File: config.mk
export PLATFORM = sky130hd
export DESIGN_NAME = vga_timing_gen
export DESIGN_NICKNAME = d
export VERILOG_FILES = /design/src/rtl/vga_pkg.sv /design/src/rtl/vga_axis_timer.sv /design/src/rtl/vga_timing_gen.sv
export SDC_FILE = /design/constraint.sdc
export NUM_CORES = 1
export LEC_CHECK = 0
export BUFFER_PORTS_ARGS = -buffer_cell sky130_fd_sc_hd__buf_2
export CORE_UTILIZATION = 50
export CTS_CLUSTER_SIZE = 24
export DETAILED_ROUTE_END_ITERATION = 6
export PLACE_DENSITY = 0.75
export SKIP_CTS_REPAIR_TIMING = 1
export SYNTH_ARGS = -nofsm -noshare
export SYNTH_HDL_FRONTEND = slang
export SYNTH_HIERARCHICAL = 1
export SYNTH_SLANG_ARGS = --single-unit
File: constraint.sdc
create_clock -name clk -period 2.8 [get_ports clk]
set_input_delay 0.28 -clock clk [delete_from_list [all_inputs] [get_ports clk]]
set_output_delay 0.28 -clock clk [all_outputs]
set_load 0.01 [all_outputs]
File: src/rtl/vga_pkg.sv
// Shared VGA timing description: per-axis region lengths, total/width helpers
// and the default 640x480@60 constants used by the timing generator and the tilemap renderer.
package vga_pkg;

    typedef struct packed {
        int unsigned visible;
        int unsigned front;
        int unsigned sync;
        int unsigned back;
    } vga_timing_t;

    function automatic int unsigned total(vga_timing_t t);
        return t.visible + t.front + t.sync + t.back;
    endfunction

    // Counter width able to hold 0..total-1 for one axis.
    function automatic int unsigned axis_width(vga_timing_t t);
        return $clog2(total(t));
    endfunction

    localparam vga_timing_t VGA_640X480_H = '{visible: 640, front: 16, sync: 96, back: 48};
    localparam vga_timing_t VGA_640X480_V = '{visible: 480, front: 10, sync: 2,  back: 33};
    localparam int unsigned VGA_DEFAULT_CLK_DIV = 4;

endpackage

File: src/rtl/vga_axis_timer.sv
// One raster axis: a wrapping position counter advanced by 'adv', with decode of
// the visible and sync regions and a flag for the last position before the wrap.
module vga_axis_timer
    import vga_pkg::*;
#(
    parameter int unsigned VISIBLE = VGA_640X480_H.visible,
    parameter int unsigned FRONT   = VGA_640X480_H.front,
    parameter int unsigned SYNC    = VGA_640X480_H.sync,
    parameter int unsigned BACK    = VGA_640X480_H.back,
    parameter int unsigned CNT_W   = $clog2(VISIBLE + FRONT + SYNC + BACK)
) (
    input  logic             clk,
    input  logic             reset_n,
    input  logic             adv,
    output logic [CNT_W-1:0] cnt,
    output logic             visible,
    output logic             sync,
    output logic             wrap
);

    localparam vga_timing_t T = '{visible: VISIBLE, front: FRONT, sync: SYNC, back: BACK};
    localparam int unsigned TOTAL = total(T);

    // Region boundaries; sync ends before TOTAL-1 because the back porch is non-empty.
    localparam logic [CNT_W-1:0] LAST       = CNT_W'(TOTAL - 1);
    localparam logic [CNT_W-1:0] VIS_END    = CNT_W'(VISIBLE);
    localparam logic [CNT_W-1:0] SYNC_START = CNT_W'(VISIBLE + FRONT);
    localparam logic [CNT_W-1:0] SYNC_END   = CNT_W'(VISIBLE + FRONT + SYNC);

    assign wrap    = (cnt == LAST);
    assign visible = (cnt < VIS_END);
    assign sync    = (cnt >= SYNC_START) && (cnt < SYNC_END);

    always_ff @(posedge clk or negedge reset_n) begin
        if (!reset_n) begin
            cnt <= '0;
        end else if (adv) begin
            cnt <= wrap ? '0 : cnt + 1'b1;
        end
    end

endmodule

File: src/rtl/vga_timing_gen.sv
// Parametrised VGA raster timing generator: pixel-rate divider, h/v axis timers and
// registered sync, blank, coordinate and line/frame strobe outputs.
module vga_timing_gen
    import vga_pkg::*;
#(
    parameter int unsigned CLK_DIV   = VGA_DEFAULT_CLK_DIV,
    parameter int unsigned H_VISIBLE = VGA_640X480_H.visible,
    parameter int unsigned H_FRONT   = VGA_640X480_H.front,
    parameter int unsigned H_SYNC    = VGA_640X480_H.sync,
    parameter int unsigned H_BACK    = VGA_640X480_H.back,
    parameter int unsigned V_VISIBLE = VGA_640X480_V.visible,
    parameter int unsigned V_FRONT   = VGA_640X480_V.front,
    parameter int unsigned V_SYNC    = VGA_640X480_V.sync,
    parameter int unsigned V_BACK    = VGA_640X480_V.back,
    parameter logic        HS_POL    = 1'b0,
    parameter logic        VS_POL    = 1'b0
) (
    input  logic                         clk,
    input  logic                         reset_n,
    input  logic                         en,
    output logic                         HS,
    output logic                         VS,
    output logic                         blank,
    output logic                         pix_en,
    output logic [$clog2(H_VISIBLE)-1:0] col,
    output logic [$clog2(V_VISIBLE)-1:0] row,
    output logic                         line_start,
    output logic                         frame_start
);

    localparam vga_timing_t H_T = '{visible: H_VISIBLE, front: H_FRONT, sync: H_SYNC, back: H_BACK};
    localparam vga_timing_t V_T = '{visible: V_VISIBLE, front: V_FRONT, sync: V_SYNC, back: V_BACK};
    localparam int unsigned H_W   = axis_width(H_T);
    localparam int unsigned V_W   = axis_width(V_T);
    localparam int unsigned COL_W = $clog2(H_VISIBLE);
    localparam int unsigned ROW_W = $clog2(V_VISIBLE);
    localparam int unsigned DIV_W = (CLK_DIV > 1) ? $clog2(CLK_DIV) : 1;
    localparam logic [DIV_W-1:0] DIV_LAST = DIV_W'(CLK_DIV - 1);

    generate
        if (CLK_DIV == 0 || H_VISIBLE == 0 || H_FRONT == 0 || H_SYNC == 0 || H_BACK == 0 ||
            V_VISIBLE == 0 || V_FRONT == 0 || V_SYNC == 0 || V_BACK == 0) begin : g_bad_params
            $error("vga_timing_gen: CLK_DIV and every H_*/V_* parameter must be non-zero");
        end
    endgenerate

    logic [DIV_W-1:0] div_cnt;
    logic             tick;
    logic [H_W-1:0]   h_cnt;
    logic [V_W-1:0]   v_cnt;
    logic             h_visible, h_sync, h_wrap, h_zero;
    logic             v_visible, v_sync, v_wrap_unused, v_zero;
    logic             v_adv;

    // The divider and both axes freeze while en is low, so resuming skips no pixel.
    assign tick = en && (div_cnt == DIV_LAST);

    always_ff @(posedge clk or negedge reset_n) begin
        if (!reset_n) begin
            div_cnt <= '0;
        end else if (en) begin
            div_cnt <= tick ? '0 : div_cnt + 1'b1;
        end
    end

    vga_axis_timer #(
        .VISIBLE (H_VISIBLE),
        .FRONT   (H_FRONT),
        .SYNC    (H_SYNC),
        .BACK    (H_BACK),
        .CNT_W   (H_W)
    ) u_h_axis (
        .clk     (clk),
        .reset_n (reset_n),
        .adv     (tick),
        .cnt     (h_cnt),
        .visible (h_visible),
        .sync    (h_sync),
        .wrap    (h_wrap)
    );

    assign v_adv = tick & h_wrap;

    vga_axis_timer #(
        .VISIBLE (V_VISIBLE),
        .FRONT   (V_FRONT),
        .SYNC    (V_SYNC),
        .BACK    (V_BACK),
        .CNT_W   (V_W)
    ) u_v_axis (
        .clk     (clk),
        .reset_n (reset_n),
        .adv     (v_adv),
        .cnt     (v_cnt),
        .visible (v_visible),
        .sync    (v_sync),
        .wrap    (v_wrap_unused)
    );

    assign h_zero = (h_cnt == '0);
    assign v_zero = (v_cnt == '0);

    // Outputs capture the position being left on each tick, so they change together with pix_en.
    always_ff @(posedge clk or negedge reset_n) begin
        if (!reset_n) begin
            HS          <= ~HS_POL;
            VS          <= ~VS_POL;
            blank       <= 1'b1;
            col         <= '0;
            row         <= '0;
            pix_en      <= 1'b0;
            line_start  <= 1'b0;
            frame_start <= 1'b0;
        end else begin
            pix_en      <= tick;
            line_start  <= tick & h_zero & v_visible;
            frame_start <= tick & h_zero & v_zero;
            if (tick) begin
                HS    <= h_sync ? HS_POL : ~HS_POL;
                VS    <= v_sync ? VS_POL : ~VS_POL;
                blank <= ~(h_visible & v_visible);
                col   <= h_visible ? h_cnt[COL_W-1:0] : '0;
                row   <= v_visible ? v_cnt[ROW_W-1:0] : '0;
            end
        end
    end

endmodule
==> run summary, run 1 <==
======================================================================================
Syn. warnings                                                                        6
Run status                                                                finished clean
Leftover overflow at the end of global routing                                       0
DRC Markers                                                                          0
Starting density of the core                                                     0.534
PnR Total Power                                                              0.00168 W
Mapped Avg Cell Area                                                          9.63 µm²
Die Width                                                                      68.3 µm
Data arrival time at the worst-slack endpoint                                  2350 ps
Endpoints failing hold                                                               0
Violation count after the first detailed-route iteration                            87
Pin count of the biggest net entering global routing                                48
FFs w/ async S/R, synth                                                           1.00
Core Footprint                                                                4120 µm²
Vertical die dimension                                                         68.3 µm
Tmin final                                                                     2120 ps
Level count of the clock H-tree                                                      2
Wire length of the first global-routing pass                                   6320 µm
Number of antenna violations at the first check in global routing                    0
Placed cell count                                                                  299
Sink count of the clock tree                                                        47
Worst stage delay on the critical path                                          490 ps
WHS                                                                             154 ps
Element type at the critical path start                                      flip-flop
Area of the die                                                               4660 µm²
HPWL reported at the end of detailed placement                                 2760 µm
Chain of cells forming the critical path                                  ha_1, nand4bb_1, nor3_1, and3_1, nand3_1, or4_1, a21oi_1
Clock transition at path regs                                                    80 ps
Fraction of layout cells with a size suffix above 1                              0.191
Number of logic stages on the critical path including buffering                      7
Detailed-router iteration count before antenna repair                                4
Detailed-route vias per instance                                                  5.50
TritonCTS clock tree                                                              done
Total power divided by cell area                                            682 nW/µm²
GRT Util Overall                                                                 0.189
FP Rows                                                                             23
Count of port buffers added during placement                                        27
Number of buffers and inverters on the critical path                                 0
Crit path kind                                                              reg -> reg
Top Family by Delay on Critical Path                                      simple AND/OR/NAND/NOR gates
Non-Filler Instances                                                               307
Remaining antenna violation count                                                    0
Unique cell type count in the Yosys netlist                                         40
Count of fill cells added during filler insertion                                  355
Wire per inst                                                                  13.1 µm
Biggest fanout along the worst timing path                                           7
Routed wire length                                                             4030 µm
Layout Skew                                                                    7.25 ps
Top FF cell, synth                                                             dfrtp_1
Setup repair after global routing missed its margin                                 no
Most common cell after layout, fill and taps aside                             nand2_1
Highest Clock Rate                                                           0.472 GHz
Final net count                                                                    264
Instance area after placement                                                 2360 µm²
Number of antenna repair diodes                                                      0
Max clock buf depth                                                                  2
Data required time of the critical path                                        3030 ps
Vias after detailed routing                                                       1688
Final count of negative-setup-slack endpoints                                        0
Fraction of the cycle the final worst path needs                                 0.756
Area of the mapped netlist                                                    2200 µm²
Min-Delay Path Class                                                       in -> async
R2R depth                                                                            7
Number of synthesized register bits                                                 47
Number of nets produced by synthesis                                               236
Synthesized instance count                                                         228
Slowest cell on the critical path                                                or4_1
Synthesis-to-layout area growth                                                  12.2%
Setup TNS                                                                         0 ps
Clock latency reported for the late side of the worst-skew pair                 300 ps
Final instance area                                                           2460 µm²
Leading cell types in the layout, fill and taps excluded                  nand2_1 (53), dfrtp_1 (44), buf_2 (27)
Weighted congestion reported at the end of routability-driven placement          0.874
Tightest slew margin relative to the limit                                       0.325
Maximum VDD drop                                                            0.000275 V
TritonCTS Buffers                                                                    5
Cell at the root of the clock tree                                            clkbuf_8
Crit end category                                                            flip-flop
Sequential share of the synthesized area                                         0.537
Number of violations of the max-capacitance limit                                    0
Number of flops mapped to enable cells by yosys                                      0
Max-slew violation count                                                             0
Total I/O pin count                                                                 28
Worst-Margin Slew                                                              1010 ps
Via count of the first global-routing pass                                        1402
Leakage power figure                                                           1.21 nW
======================================================================================
-- stage by stage --
step	setup slack, ps	utilization
after global placement	769	0.573
after detailed placement	695	0.573
after CTS	687	0.599
final	682	0.599
after global routing	516	0.599
after floorplan	761	-
-- synth_stat cells (6+ instances only) --
cell type,n,area (µm²)
nor4_1,7,43.8
buf_2,6,30.0
nor3_1,7,35.0
o21ai_1,11,55.1
nand2_1,53,199
o21ai_0,8,40.0
nand3_1,17,85.1
xor2_1,6,52.6
dfrtp_1,44,1100
nor2_1,8,30.0
inv_1,7,26.3
-- state kept, by name, summed over array words and instances (netlist names) --
name and flops:
blank 1, frame_start 1, col 10, div_cnt 2, u_h_axis/cnt 10, line_start 1, u_v_axis/cnt 10, HS 1
pix_en 1, VS 1, row 9
-- final timing paths --
check | startpoint | end | slack (ps)
max | u_h_axis/cnt[0] | u_v_axis/cnt[9] | 680
min reg2reg | col[2] | col[2] | 460
min in group clk | en | div_cnt[0] | 230
max reg2reg | u_h_axis/cnt[0] | u_v_axis/cnt[9] | 680
min | reset_n | u_v_axis/cnt[1] | 150
max in group asynchronous | reset_n | u_h_axis/cnt[8] | 2030
-- power by group --
| group | switching, W | internal, W |
|---|---|---|
| Combinational | 0.000200 | 0.000138 |
| Sequential | 0.0000959 | 0.000807 |
| Clock | 0.000214 | 0.000224 |
| Total | 0.000510 | 0.00117 |
-- layout make-up --
type / count / area [µm²] / share of cell area
flip-flops and latches: 47 / 1180 / 0.479
well taps: 50 / 62.6 / 0.0254
clock inverters: 1 / 7.51 / 0.00305
clock buffers: 7 / 96.3 / 0.0391
inverters: 8 / 30.0 / 0.0122
multi-input cells: 164 / 930 / 0.377
repair buffers: 30 / 158 / 0.0640
-- layer usage --
metal	track usage	wire (µm)	vias to the layer above
li1	-	-	850
met1	0.249	2020	783
met2	0.281	1730	48
met3	0.0400	214	7
met4	0.117	65	0
met5	0	0	-
-- kinds of logic after synthesis --
kind of cell    Yosys count  share of synthesized area
compound gates           32                     0.0849
flops                    47                      0.537
fa+ha+maj                 5                     0.0285
simple gates            116                      0.264
xor+xnor                  9                     0.0359
buf+inv                  17                     0.0393
mux                       2                    0.00969
(Power assumes the default switching activity.)
==> run 2, diff against run 1 <==
==> constraint.sdc (replaced) <==
create_clock -name clk -period 2.15 [get_ports clk]
set_input_delay 0.215 -clock clk [delete_from_list [all_inputs] [get_ports clk]]
set_output_delay 0.215 -clock clk [all_outputs]
set_load 0.01 [all_outputs]
==> run 2 against run 1 <==
Against the previous run: the run now ends with hold timing left; sequential power increased by 26%; flip-flop and latch count unchanged; via count increased by 4.4%; hold slack got worse by 170 ps; critical path depth increased by 1; non-clock buffer count increased by 13; critical endpoint is now u_v_axis/cnt[3]; largest cell class unchanged.
==> run summary, run 2 (synthesis results as in run 1) <==
======================================================================================
Run status                                                                complete, but fails checks
Failing checks                                                             hold timing
Final count of negative-setup-slack endpoints                                        0   unchanged
Leakage power figure                                                           1.27 nW   +5.0%
Top Family by Delay on Critical Path                                      simple AND/OR/NAND/NOR gates
Data arrival time at the worst-slack endpoint                                  2240 ps   -110 ps
Crit end category                                                            flip-flop
Via count of the first global-routing pass                                        1530   +9.1%
Area of the die                                                               4660 µm²   unchanged
Endpoints failing hold                                                              16   +16
Remaining antenna violation count                                                    0   unchanged
Maximum VDD drop                                                            0.000447 V   +62%
Total power divided by cell area                                            879 nW/µm²   +29%
Max-slew violation count                                                             0   unchanged
Count of fill cells added during filler insertion                                  353   -0.56%
Number of antenna repair diodes                                                      0   unchanged
Vertical die dimension                                                         68.3 µm   unchanged
TritonCTS clock tree                                                              done
Number of buffers and inverters on the critical path                                 1   +1
Leftover overflow at the end of global routing                                       0   unchanged
Final net count                                                                    277   +4.9%
Routed wire length                                                             4230 µm   +5.0%
Starting density of the core                                                     0.534   unchanged
Min-Delay Path Class                                                       in -> async
Fraction of layout cells with a size suffix above 1                              0.241   +0.0501
Biggest regs                                                              col: 10 flops, u_h_axis/cnt: 10 flops, u_v_axis/cnt: 10 flops
Crit path kind                                                              reg -> reg
TritonCTS Buffers                                                                    5   unchanged
Clock latency reported for the late side of the worst-skew pair                 300 ps   about the same
Biggest fanout along the worst timing path                                           9   +2
Clock transition at path regs                                                    90 ps   about the same
HPWL reported at the end of detailed placement                                 2900 µm   +5.1%
Most common cell after layout, fill and taps aside                             nand2_1
Slowest cell on the critical path                                                or4_1
Wire length of the first global-routing pass                                   6970 µm   +10%
Violation count after the first detailed-route iteration                           107   +23%
Setup TNS                                                                         0 ps   unchanged
Detailed-router iteration count before antenna repair                                4   unchanged
Total I/O pin count                                                                 28   unchanged
Core Footprint                                                                4120 µm²   unchanged
Vias after detailed routing                                                       1763   +4.4%
Cell at the root of the clock tree                                            clkbuf_8
Layout Skew                                                                    5.57 ps   -1.68 ps
Die Width                                                                      68.3 µm   unchanged
Tmin final                                                                     2000 ps   -120 ps
Setup repair after global routing missed its margin                                 no
Weighted congestion reported at the end of routability-driven placement          0.867   -0.74%
Post-route worst setup slack                                                    152 ps   -530 ps
Max clock buf depth                                                                  2   unchanged
Chain of cells forming the critical path                                  ha_2, nand4bb_1, nor3_2, and3_4, buf_4, nand2_1, or4_1, nand3_1
Wire per inst                                                                  13.2 µm   +0.70%
Highest Clock Rate                                                           0.500 GHz   +6.0%
Detailed-route vias per instance                                                  5.51   +0.20%
Synthesis-to-layout area growth                                                  17.2%
Pin count of the biggest net entering global routing                                48   unchanged
DRC Markers                                                                          0   unchanged
Count of port buffers added during placement                                        27   unchanged
Tightest slew margin relative to the limit                                       0.598   +0.273
Fraction of the cycle the final worst path needs                                 0.929   +0.173
Number of violations of the max-capacitance limit                                    0   unchanged
Level count of the clock H-tree                                                      2   unchanged
Worst setup timing slack at the placement stage                                 166 ps   -530 ps
GRT Util Overall                                                                 0.203   +0.0138
Data required time of the critical path                                        2390 ps   -640 ps
FP Rows                                                                             23   unchanged
Leading cell types in the layout, fill and taps excluded                  nand2_1 (53), dfrtp_1 (44), buf_2 (27)
Worst stage delay on the critical path                                          420 ps   -70 ps
Worst-Margin Slew                                                               597 ps   -415 ps
Number of antenna violations at the first check in global routing                    0   unchanged
WHS                                                                           -13.7 ps   -167 ps
Element type at the critical path start                                      flip-flop
Sink count of the clock tree                                                        47   unchanged
======================================================================================
[run 2: cell types whose count changed in the layout (fill, tap and decap cells not counted)]
| cell | before | now |
|---|---|---|
| nor3_2 | 1 | 2 |
| nor3_1 | 7 | 6 |
| and3_1 | 2 | 1 |
| buf_4 | 3 | 16 |
| and3_4 | 0 | 1 |
| ha_1 | 5 | 4 |
| ha_2 | 0 | 1 |
[run 2: final timing paths]
kind | startpoint | end | slack (ps) | depth (start not counted)
max | u_h_axis/cnt[0] | u_v_axis/cnt[3] | 150 | 8
min | reset_n | u_h_axis/cnt[4] | -10 | 2
max reg2reg | u_h_axis/cnt[0] | u_v_axis/cnt[3] | 150 | 8
min reg2reg | col[2] | col[2] | 460 | 2
max in group asynchronous | reset_n | VS | 1770 | 2
min in group clk | en | div_cnt[0] | 180 | 2
[run 2: final cells by class]
type,count,area [µm²],area share
inverters,8,30.0,0.0117
clock inverters,1,7.51,0.00292
well taps,50,62.6,0.0243
multi-input cells,164,942,0.366
clock buffers,7,96.3,0.0374
flip-flops and latches,47,1180,0.458
repair buffers,43,255,0.0992
[run 2: where the power goes]
| group | internal [W] | switching (W) | leakage, nW | total (W) |
|---|---|---|---|---|
| Combinational | 0.000224 | 0.000320 | 0.613 | 0.000544 |
| Sequential | 0.00105 | 0.0000842 | 0.609 | 0.00114 |
| Clock | 0.000293 | 0.000290 | 0.0505 | 0.000583 |
| Total | 0.00157 | 0.000694 | 1.27 | 0.00226 |
[run 2: per-layer routing]
metal	global-route usage	wire, µm	vias up
met2	0.310	1960	34
met3	0.0483	133	7
met1	0.272	2070	847
met5	0	0	-
met4	0.0833	60	0
li1	-	-	875
[run 2: worst register-to-register path, delay by kind of cell (launching register included)]
family,cells,cell delay [ps]
DFF,1,370
and+or+nand+nor,6,1230
buffers and inverters,1,150
adders and majority gates,1,200
[run 2: per-stage QoR]
step	instances	instance area (µm²)	hold slack, ps	total power, W	utilization
2_1_floorplan	228	2200	-80.6	0.00147	-
3_3_place_gp	311	2450	335	0.00168	0.595
3_5_place_dp	311	2450	337	0.00170	0.595
4_1_cts	319	2550	6.70	0.00229	0.621
5_1_grt	320	2570	54.3	0.00242	0.625
6_report	320	2570	-13.7	0.00226	0.625
